### config.mk
export PLATFORM = sky130hd
export DESIGN_NAME = seq_match_ctrl
export DESIGN_NICKNAME = d
export VERILOG_FILES = /design/src/rtl/seq_match_ctrl.sv
export SDC_FILE = /design/constraint.sdc
export NUM_CORES = 1
export LEC_CHECK = 0
export ABC_AREA = 1
export BUFFER_PORTS_ARGS = -buffer_cell sky130_fd_sc_hd__buf_2
export CAP_MARGIN = 20
export CORE_MARGIN = 2
export CORE_UTILIZATION = 60
export CTS_BUF_LIST = sky130_fd_sc_hd__clkbuf_16
export CTS_CLUSTER_DIAMETER = 50
export DETAILED_ROUTE_END_ITERATION = 8
export PLACE_DENSITY = 0.9
export SYNTH_ARGS = -nofsm -noshare
export SYNTH_HDL_FRONTEND = slang
export SYNTH_SLANG_ARGS = --single-unit
### constraint.sdc
create_clock -name clk -period 6.1 [get_ports clk]
set_input_delay 0.61 -clock clk [delete_from_list [all_inputs] [get_ports clk]]
set_output_delay 0.61 -clock clk [all_outputs]
set_load 0.1 [all_outputs]
### src/rtl/seq_match_ctrl.sv
// Serial pattern matcher with run control: counts matches of a 1..8 bit pattern
// in a gated bit stream, with optional overlap and an optional match limit.
module seq_match_ctrl #(
    parameter int CNT_W = 8
) (
    input  logic             clk,
    input  logic             rst_n,
    input  logic             cfg_we,
    input  logic [7:0]       cfg_pattern,
    input  logic [2:0]       cfg_len,
    input  logic             cfg_overlap,
    input  logic [CNT_W-1:0] cfg_limit,
    input  logic             start,
    input  logic             stop,
    input  logic             x,
    input  logic             x_valid,
    output logic             z,
    output logic             busy,
    output logic             done,
    output logic [CNT_W-1:0] match_cnt
);

    typedef enum logic [1:0] {IDLE, RUN, DONE} state_t;

    state_t           state_q, state_d;
    logic [7:0]       pattern_q, pattern_d;
    logic [2:0]       len_q, len_d;
    logic             overlap_q, overlap_d;
    logic [CNT_W-1:0] limit_q, limit_d;
    logic [7:0]       history_q, history_d;
    logic [3:0]       fill_q, fill_d;
    logic [CNT_W-1:0] cnt_q, cnt_d;

    logic [7:0]       windowBits;
    logic [7:0]       lenMask;
    logic [3:0]       fillPlusOne;
    logic [3:0]       lenFull;
    logic [CNT_W-1:0] cntInc;
    logic             match;

    always_ff @(posedge clk or negedge rst_n) begin
        if (!rst_n) begin
            state_q   <= IDLE;
            pattern_q <= '0;
            len_q     <= '0;
            overlap_q <= 1'b0;
            limit_q   <= '0;
            history_q <= '0;
            fill_q    <= '0;
            cnt_q     <= '0;
        end else begin
            state_q   <= state_d;
            pattern_q <= pattern_d;
            len_q     <= len_d;
            overlap_q <= overlap_d;
            limit_q   <= limit_d;
            history_q <= history_d;
            fill_q    <= fill_d;
            cnt_q     <= cnt_d;
        end
    end

    // The window includes the bit arriving this cycle, so z is a Mealy output.
    always_comb begin
        windowBits  = {history_q[6:0], x};
        lenMask     = 8'hFF >> (3'd7 - len_q);
        fillPlusOne = fill_q + 4'd1;
        lenFull     = {1'b0, len_q} + 4'd1;
        cntInc      = (cnt_q == {CNT_W{1'b1}}) ? cnt_q : cnt_q + CNT_W'(1);
        match       = (state_q == RUN) && x_valid && (fillPlusOne >= lenFull) &&
                      (((windowBits ^ pattern_q) & lenMask) == 8'd0);
    end

    always_comb begin
        state_d   = state_q;
        pattern_d = pattern_q;
        len_d     = len_q;
        overlap_d = overlap_q;
        limit_d   = limit_q;
        history_d = history_q;
        fill_d    = fill_q;
        cnt_d     = cnt_q;

        case (state_q)
            IDLE, DONE: begin
                if (cfg_we) begin
                    pattern_d = cfg_pattern;
                    len_d     = cfg_len;
                    overlap_d = cfg_overlap;
                    limit_d   = cfg_limit;
                end
                if (start) begin
                    state_d   = RUN;
                    history_d = '0;
                    fill_d    = '0;
                    cnt_d     = '0;
                end
            end
            RUN: begin
                if (x_valid) begin
                    history_d = windowBits;
                    if (match && !overlap_q) begin
                        fill_d = 4'd0;
                    end else if (fill_q != 4'd8) begin
                        fill_d = fillPlusOne;
                    end
                end
                if (match) begin
                    cnt_d = cntInc;
                end
                // A stop wins over reaching the limit; the match itself still counts.
                if (stop) begin
                    state_d = IDLE;
                end else if (match && (limit_q != '0) && (cntInc == limit_q)) begin
                    state_d = DONE;
                end
            end
            default: state_d = IDLE;
        endcase
    end

    assign z         = match;
    assign busy      = (state_q == RUN);
    assign done      = (state_q == DONE);
    assign match_cnt = cnt_q;

endmodule
==> run metrics, run 1 <==
Post-synth top cells=74 x nand2_1, 45 x inv_1, 41 x dfrtp_1; Worst Path Required=between 5 and 6 ns; GRT Overall Usage=26.36%; Syn-to-layout area delta=15.28%; vias in the first global route=1997; area share of the leading cell type in the synthesized netlist=between 40% and 50%; final period utilization=49.84%; Worst Path Class, Setup=reg2out; Fmax=about 330 MHz; Mean Syn Cell Area=approximately 7.5 um^2; post-route ant nets=0; post-synthesis async set-or-reset flop share=100.0%; filler cell count=slightly above 300; Post-Synth Adder-Cell Area=roughly 5.6%; port buffer count=37; r2r endpoint=match_cnt[5]$_DFFE_PN0P_; Post-Synth XOR/XNOR Area=between 2 and 2.5%; n_diodes=0; Cell Area, Synth=~2500 um^2; power density cells=336.1 nW/um^2; met3 wire len=405 um; net switching power=347.4 uW; Switching Fraction=approximately 36%; Reg power frac=between 30% and 40%; Critical Path Fanout Max=4; DRC Markers=0; Die Ht=slightly below 70 um; Top-Level Pins=38; Post-DP HPWL=between 3000 and 4000 um; sequential cell area fraction in the yosys report=between 40% and 50%; CORE AREA=~4000 um^2; cell with the most instances after synthesis=nand2_1; clock root buffer=clkbuf_16; H-tree levels=2; # Post-CTS Setup Buffers=0; placed inst area=2673 um^2; largest family of logic cells by synthesized area=simple AND/OR/NAND/NOR gates; worst-margin pin slew=just over 0.9 ns; Compound-Gate Fraction of Synth Area=under 10%; hold crit path type=in2async; Synth Flop Type=dfrtp_1; Critical R2R Launch=len_q[0]$_DFFE_PN0P_; Final min period=approximately 3 ns; clk_lat worst skew=between 0.2 and 0.3 ns; post_cts resized=0; Final GP Congestion=between 0.8 and 0.9; via/cell ratio=between 5 and 6; Simple-Gate Fraction of Synth Area=approximately 30%; hold buffers post-CTS=0; die area=roughly 4600 um^2; Max Cap Viol=0; Leak=between 0.001 and 0.0015 uW; status=complete, no violations; proportion of layout cells with a drive suffix above 1=between 15 and 20%; Worst VDD drop=approximately 0.27 mV; Worst setup endpoint=z; Synth area leader=dfrtp_1; Post-Route M1 WL=~2300 um; max-slew violations=0; critical path startpoint category=register; CTS tree=built; Max Buffers Root-to-Sink=2; grt ovf=0; Nets=roughly 400; Slew headroom=around 39%; syn nets=~370; routed wire length=around 5400 um; cell area after layout=2833 um^2; Critical Path End Type=primary output; initial antenna violation count=0; R2R cell count=13; flop-to-flop setup slack=about 3.8 ns; Final TNS setup=0 ns; number of synthesized flops with an enable pin=0; first-pass GRT wire length=between 8000 and 9000 um; final hold vios=0; CP arrival=approximately 2.4 ns; Clk pwr share=a little under a third; Worst Setup SP=len_q[0]$_DFFE_PN0P_; Finish-stage setup viols=0; Starting Density=61.88%; Die W=around 70 um; via count=~2.2k; Max Used Layer=met4; worst clock skew=between 0.007 and 0.008 ns; initial DRC count=250; clock sinks=41; number of library cell types mapped by synthesis=28; CTS clk-pin slew, worst paths=roughly 0.060 ns; CTS Buf Count=5; post-DR wirelength/cell=between 10 and 15 um; Synthesis Warnings=0; num rows=23; drt pass-1 iters=5; #FFs+latches synth=~40; RSZ-0062 raised after global routing=false; synthesized instance count=327; Gate power share=a little under a third; largest net degree at the start of global routing=42; synth top area cells=dfrtp_1 42%, nand2_1 11%, nand3_1 7.9%; routed wl met2=2503 um; P_int=just over 600 uW; mux share of post-synthesis cell area=under 10%
-- layout make-up --
type                    instances  area (um^2)  share of cell area (%)
repair buffers                 38        192.7                   6.802
well taps                      50        62.56                   2.208
flip-flops and latches         41         1026                   36.22
clock buffers                   5        125.1                   4.417
clock inverters                 2        35.03                   1.237
inverters                      49        183.9                   6.493
multi-input cells             229         1207                   42.62
-- state kept, by name (all words and copies together) (netlist names) --
register   count
fill_q         4
history_q      7
len_q          3
limit_q        8
match_cnt      8
overlap_q      1
pattern_q      8
state_q        2
-- layer usage --
metal | global-route usage [%] | up-vias
met4 | 9.250 | 0
met3 | 7.566 | 11
li1 | - | 1124
met5 | 0 | -
met2 | 39.56 | 73
met1 | 36.45 | 1002
-- worst max-delay path, stage by stage (launching register included) --
cell and delay [ns]:
dfrtp_1 0.38, ha_1 0.19, inv_1 0.05, ha_1 0.26
inv_1 0.04, ha_1 0.26, nand2_1 0.05, inv_1 0.06
o21ai_0 0.07, nand3_1 0.07, nand2_1 0.09, nor2_2 0.19
buf_2 0.46
-- logic make-up (layout without fill, tap and decap cells) --
logic type	after synthesis	after routing
simple gates	162	162
buf+inv	57	94
compound gates	46	46
flops	41	41
fa+ha+maj	11	11
xor+xnor	6	6
mux	4	4
-- through the flow --
step           hold slack (ns)  total power (uW)  setup WS [ns]  utilization (%)  cells
3_3_place_gp            0.4749             649.2          3.436            67.30    407
6_report                0.4617             952.2          3.060            71.33    414
4_1_cts                 0.4976             956.0          3.043            71.33    414
2_1_floorplan           0.3144             589.8          3.235                -    327
3_5_place_dp            0.4993             660.0          3.350            67.30    407
5_1_grt                 0.5401              1016          2.891            71.33    414
-- placed cells by master, fill, tap and decap left out, types with 2 or more instances in the layout --
master / instances
nor2_4: 2
nand3b_1: 2
nor2_1: 29
nand2_2: 3
ha_1: 11
clkbuf_16: 5
o21ai_1: 5
nand4_1: 7
nor3_1: 2
o21ai_0: 18
inv_1: 45
buf_2: 37
xor2_1: 3
dfrtp_1: 41
a21oi_1: 21
nand2_1: 74
inv_2: 3
nand3_1: 39
mux2_2: 4
xnor2_1: 3
-- power by group through the flow --
| stage | clock [uW] | combinational (uW) | sequential [uW] |
|---|---|---|---|
| 5_1_grt | 307 | 345 | 364 |
| 2_1_floorplan | 0 | 195 | 395 |
| 6_report | 292 | 301 | 359 |
| 3_3_place_gp | 0 | 289 | 360 |
| 4_1_cts | 296 | 302 | 358 |
| 3_5_place_dp | 0 | 298 | 362 |
-- worst min-delay path by stage --
stage / to / cells past startpoint
after CTS: limit_q[7]$_DFFE_PN0P_ / 1
after global placement: fill_q[3]$_DFFE_PN0P_ / 2
final: limit_q[2]$_DFFE_PN0P_ / 1
after global routing: limit_q[7]$_DFFE_PN0P_ / 1
after floorplan: fill_q[0]$_DFFE_PN0P_ / 0
after detailed placement: fill_q[3]$_DFFE_PN0P_ / 2
(Power assumes the default switching activity.)
==> run 2: changes to the inputs <==
Settings changed: CORE_UTILIZATION 60 to 51, PLACE_DENSITY 0.9 to 0.82.
Clock period 6.1 ns to 2.7 ns, I/O delays scaled along.
==> run 2 against run 1 <==
Against the previous run: hold slack worse by 0.34 ns; via count up 0.32%; final area grew 0.26%; non-clock buffer count is 2 higher; die area rose by 17%; first-iteration DRC count down 15%; clock power grew 89%; global-route usage decreased by 3.9 points; setup slack got worse by 2.8 ns; power is 120% higher; count of clock-buffer cells in the layout stayed put; sequential power up 130%.
==> run metrics, run 2 (synthesis gave the netlist of run 1 again) <==
status=complete, no violations; post-DR wirelength/cell=13.03 um (+0.74%); RSZ-0062 raised after global routing=false; R2R cell count=14 (+1); routed wire length=5473 um (+2.2%); Critical Path Fanout Max=4 (unchanged); max-slew violations=0 (unchanged); Worst Setup SP=len_q[0]$_DFFE_PN0P_; Worst Path Required=2.43 ns (-3.06 ns); Starting Density=52.37% (-9.5 points); CTS tree=built; crit path max-delay cell type=dfrtp_1; drt pass-1 iters=4 (-1); clock root buffer=clkbuf_16; commonest non-fill, non-tap cell in the layout=nand2_1; grt ovf=0 (unchanged); Place WS=0.3269 ns (-3.023 ns); CTS clk-pin slew, worst paths=0.06 ns (about the same); GRT Overall Usage=22.41% (-3.9 points); clock sinks=41 (unchanged); CORE AREA=4692 um^2 (+18%); via/cell ratio=5.279 (-1.1%); initial antenna violation count=0 (unchanged); n_diodes=0 (unchanged); Max Buffers Root-to-Sink=2 (unchanged); Finish-stage setup viols=0 (unchanged); final period utilization=between 90% and 100%; cells along the critical path=ha_1 -> inv_1 -> ha_1 -> inv_1 -> ha_1 -> nand2_1 -> inv_1 -> nand3_1 -> nand3_1 -> nand2_1 -> nor2_4 -> buf_8; proportion of layout cells with a drive suffix above 1=16.67% (-0.092 points); Final min period=between 2 and 2.5 ns; vias in the first global route=2085 (+4.4%); most frequent cells in the layout=74 x nand2_1, 46 x inv_1, 41 x dfrtp_1, 39 x nand3_1, 36 x buf_2; # Post-CTS Setup Buffers=0 (unchanged); die area=5390 um^2 (+17%); worst clock skew=0.004060 ns (-0.003566 ns); num rows=25 (+8.7%); Slew headroom=39.01% (-0.43 points); Nets=404 (+0.50%); hold buffers post-CTS=0 (unchanged); hold crit path type=in2async; CP arrival=2.20 ns (-0.23 ns); first-pass GRT wire length=9315 um (+4.2%); worst-margin pin slew=0.9148 ns (+0.006418 ns); port buffer count=37 (unchanged); power density cells=721.9 nW/um^2 (+110%); Final TNS setup=0 ns (unchanged); Fmax=between 400 and 500 MHz; post-route ant nets=0 (unchanged); Critical R2R Launch=len_q[0]$_DFFE_PN0P_; Syn-to-layout area delta=15.58%; Max Cap Viol=0 (unchanged); DRC Markers=0 (unchanged); Die W=73.42 um (+8.0%); Post-DP HPWL=3919 um (+4.2%); PnR worst setup slack=0.2293 ns (-2.830 ns); Die Ht=73.42 um (+8.0%); via count=2217 (+0.32%); Worst VDD drop=0.4399 mV (+61%); Leak=0.001497 uW (about the same); H-tree levels=2 (unchanged); Finished Core Util=60.53% (-11 points); largest net degree at the start of global routing=42 (unchanged); max incr delay on CP=0.37 ns (-0.09 ns); clk_lat worst skew=0.28 ns (about the same); Final GP Congestion=0.8143 (-1.6%); Worst Path Class, Setup=reg2out; initial DRC count=212 (-15%); Critical Path End Type=primary output; CTS Buf Count=5 (unchanged); final hold vios=0 (unchanged); critical path startpoint category=register; Top-Level Pins=38 (unchanged)
==> run 2: changes by cell type in the layout (fill, tap and decap cells not counted) <==
| cell | previous run | this run |
|---|---|---|
| buf_4 | 1 | 3 |
| buf_2 | 37 | 36 |
| buf_8 | 0 | 1 |
| bufinv_16 | 1 | 0 |
| clkinv_1 | 1 | 2 |
| clkinv_2 | 1 | 0 |
| inv_1 | 45 | 46 |
| nor2_2 | 1 | 0 |
| nor2_4 | 2 | 3 |
==> run 2: cell type report <==
type	count	area [um^2]
fillers	417	1852
multi-input cells	229	1212
flip-flops and latches	41	1026
repair buffers	40	217.7
inverters	49	183.9
clock buffers	5	125.1
well taps	54	67.56
clock inverters	2	7.507
==> run 2: final timing paths <==
| path | to | slack, ns |
|---|---|---|
| setup / recovery | z | 0.23 |
| hold / removal | limit_q[5]$_DFFE_PN0P_ | 0.12 |
| setup reg to reg | fill_q[3]$_DFFE_PN0P_ | 0.43 |
| hold reg to reg | fill_q[3]$_DFFE_PN0P_ | 0.52 |
| max in group asynchronous | history_q[5]$_DFFE_PN0P_ | 2.01 |
| min in group clk | limit_q[4]$_DFFE_PN0P_ | 0.22 |
==> run 2: routing by layer <==
metal  wire, um  vias to the layer above  GRT usage, %
li1           -                     1127             -
met1       2553                     1020         31.06
met2       2562                       66         35.34
met3        301                        4         4.801
met4         55                        0         7.071
met5          0                        -             0
==> run 2: through the flow <==
step	area, um^2	total power, uW	hold WS, ns	cells
finish	2840	2050	0.1242	420
global placement	2698	1481	0.4534	413
floorplan	2462	1334	-0.02559	327
global route	2840	2201	0.1994	420
detailed placement	2698	1502	0.4610	413
CTS	2830	2060	0.1612	420
==> run 2: timing repair <==
action / 4_1_cts / 5_1_grt
resized for setup: 0 / 4
endpoints found under the hold margin: 0 / 0
setup endpoints to repair: 0 / 1
==> run 2: critical path: cells and delay by family (launching register included) <==
kind          cells  cell delay [ns]
simple gates      5             0.48
fa+ha+maj         3             0.71
buf+inv           4             0.36
flops             1             0.37
==> run 2: where the power goes <==
group / switching, uW / internal, uW
clock: 221 / 330
combinational: 459 / 226
sequential: 98.4 / 715
total: 779 / 1270
==> run 3: changes to the inputs <==
Settings changed: CTS_CLUSTER_SIZE set to 20, SETUP_SLACK_MARGIN set to 0.4.
==> run 3 against run 2 <==
Against the previous run: largest cell class unchanged; sequential power barely moved; highest routed layer unchanged; core utilization rose by 3.6 points; combinational power grew 23%; global-route usage is 1.2 points higher; non-clock buffer count grew 8.
==> run metrics, run 3 (synthesis gave the netlist of run 1 again) <==
Final GP Congestion=0.8375 (+2.8%); via/cell ratio=5.524 (+4.7%); drt pass-1 iters=5 (+1); Critical Path Fanout Max=3 (-1); commonest non-fill, non-tap cell in the layout=nand2_1; cells along the critical path=ha_2 -> inv_2 -> ha_4 -> inv_4 -> ha_4 -> nand2_2 -> inv_2 -> nand3_2 -> nand3_2 -> nand2_2 -> nor2_4 -> buf_12; port buffer count=37 (unchanged); hold crit path type=in2async; net switching power=879.9 uW (+13%); num rows=25 (unchanged); clock sinks=41 (unchanged); Die W=73.42 um (unchanged); Switching Fraction=37.88% (-0.11 points); Top-Level Pins=38 (unchanged); Post-DP HPWL=3991 um (+1.8%); Starting Density=52.37% (unchanged); critical path startpoint category=register; RSZ-0062 raised after global routing=true; cell area after layout=3008 um^2 (+5.9%); CP arrival=2.11 ns (-0.09 ns); Syn-to-layout area delta=22.40%; Worst Path Required=2.43 ns (about the same); Place WS=0.3574 ns (+0.03047 ns); filler cell count=388 (-7.0%); max incr delay on CP=0.38 ns (about the same); clk_lat worst skew=0.28 ns (about the same); CORE AREA=4692 um^2 (unchanged); Reg power frac=35.2% (-4.5 points); worst clock skew=0.005224 ns (+0.001164 ns); Finish-stage setup viols=0 (unchanged); Nets=412 (+2.0%); status=complete, no violations; hold buffers post-CTS=0 (unchanged); Worst VDD drop=0.4225 mV (-4.0%); n_diodes=0 (unchanged); Slew headroom=35.87% (-3.1 points); final period utilization=88.11% (-3.4 points); PnR worst setup slack=0.3210 ns (+0.09175 ns); proportion of layout cells with a drive suffix above 1=22.93% (+6.3 points); final hold vios=0 (unchanged); placed inst area=2709 um^2 (+0.42%); vias in the first global route=2190 (+5.0%); Gate power share=36.3% (+2.9 points); power density cells=772.3 nW/um^2 (+7.0%); R2R cell count=15 (+1); DRC Markers=0 (unchanged); most frequent cells in the layout=72 x nand2_1, 42 x inv_1, 40 x dfrtp_1, 37 x nand3_1, 36 x buf_2; CTS tree=built; routed wire length=6110 um (+12%); grt ovf=0 (unchanged); clock root buffer=clkbuf_16; via count=2370 (+6.9%); Max Buffers Root-to-Sink=2 (unchanged); GRT Overall Usage=23.64% (+1.2 points); CTS clk-pin slew, worst paths=0.06 ns (about the same); initial DRC count=224 (+5.7%); Fmax=420.4 MHz (+3.9%); Max Cap Viol=0 (unchanged); first-pass GRT wire length=9742 um (+4.6%); max-slew violations=0 (unchanged); initial antenna violation count=0 (unchanged); worst-margin pin slew=0.9596 ns (+0.04480 ns); crit path max-delay cell type=dfrtp_1; Die Ht=73.42 um (unchanged); Leak=0.001557 uW (+4.0%); post-route ant nets=0 (unchanged); largest net degree at the start of global routing=42 (unchanged); Critical Path End Type=primary output; die area=5390 um^2 (unchanged); post-DR wirelength/cell=14.24 um (+9.3%); P_int=1443 uW (+13%); Final min period=2.379 ns (-0.09175 ns); Final TNS setup=0 ns (unchanged); CTS Buf Count=5 (unchanged); H-tree levels=2 (unchanged); Clk pwr share=28.6% (+1.7 points); Worst Path Class, Setup=reg2out
==> run 3: changes by cell type in the layout (fill, tap and decap cells not counted), moves of 2 or more <==
cell	before	now
buf_4	3	9
inv_1	46	42
ha_1	11	8
inv_2	3	6
buf_6	0	2
ha_4	0	2
nand2_1	74	72
nand2_2	3	5
nand3_1	39	37
nand3_2	0	2
o21ai_0	18	16
o21ai_2	1	3
==> run 3: through the flow <==
step                power, uW  util, %  cells  hold WS, ns
global placement         1487    57.73    414       0.4528
global route             2445    64.11    429       0.1941
floorplan                1339        -    327     -0.02559
detailed placement       1520    57.73    414       0.4464
finish                   2323    64.11    429       0.1135
CTS                      2239    62.96    427       0.1506
==> run 3: final cells by class <==
class                           instances  area [um^2]  share of cell area, %
Inverter                               49        186.4                  6.198
Tap cell                               54        67.56                  2.246
Clock inverter                          3        37.54                  1.248
Timing Repair Buffer                   48        290.3                  9.651
Clock buffer                            5        125.1                  4.160
Sequential cell                        41         1027                  34.15
Multi-Input combinational cell        229         1274                  42.35
==> run 3: power groups by stage <==
stage	Combinational [uW]	Sequential [uW]	Clock, uW
after global routing	926	830	689
after detailed placement	699	822	0
after CTS	764	811	663
final	842	817	663
after floorplan	446	894	0
after global placement	672	814	0
==> run 3: final timing paths <==
check                                      start                        to  slack [ns]
max                         len_q[0]$_DFFE_PN0P_                         z        0.32
min                                        rst_n  match_cnt[3]$_DFFE_PN0P_        0.11
max reg2reg                 len_q[0]$_DFFE_PN0P_  match_cnt[5]$_DFFE_PN0P_        0.36
min reg2reg                fill_q[3]$_DFFE_PN0P_     fill_q[3]$_DFFE_PN0P_        0.50
max in group asynchronous                  rst_n  match_cnt[0]$_DFFE_PN0P_        1.97
min in group clk                  cfg_pattern[0]  pattern_q[0]$_DFFE_PN0P_        0.22
==> run 3: critical path: cells and delay by family (launching register included) <==
| kind | cells | cell delay [ns] |
|---|---|---|
| fa+ha+maj | 3 | 0.73 |
| flops | 1 | 0.38 |
| buf+inv | 4 | 0.36 |
| simple gates | 5 | 0.38 |
==> run 3: timing repair <==
item / CTS / global route
setup endpoints to repair: 1 / 15
resized for setup: 11 / 14
pin swaps: 6 / 7
cloned: 0 / 1
setup buffers: 5 / 1
==> run 3: routing by layer <==
metal | vias to the layer above | share of wire, % | wire length (um) | global-route usage [%]
met5 | - | 0 | 0 | 0
met4 | 0 | 3.2 | 193 | 10.91
met3 | 23 | 6.4 | 390 | 4.115
met2 | 112 | 47 | 2899 | 38.64
met1 | 1090 | 43 | 2626 | 30.62
li1 | 1145 | - | - | -
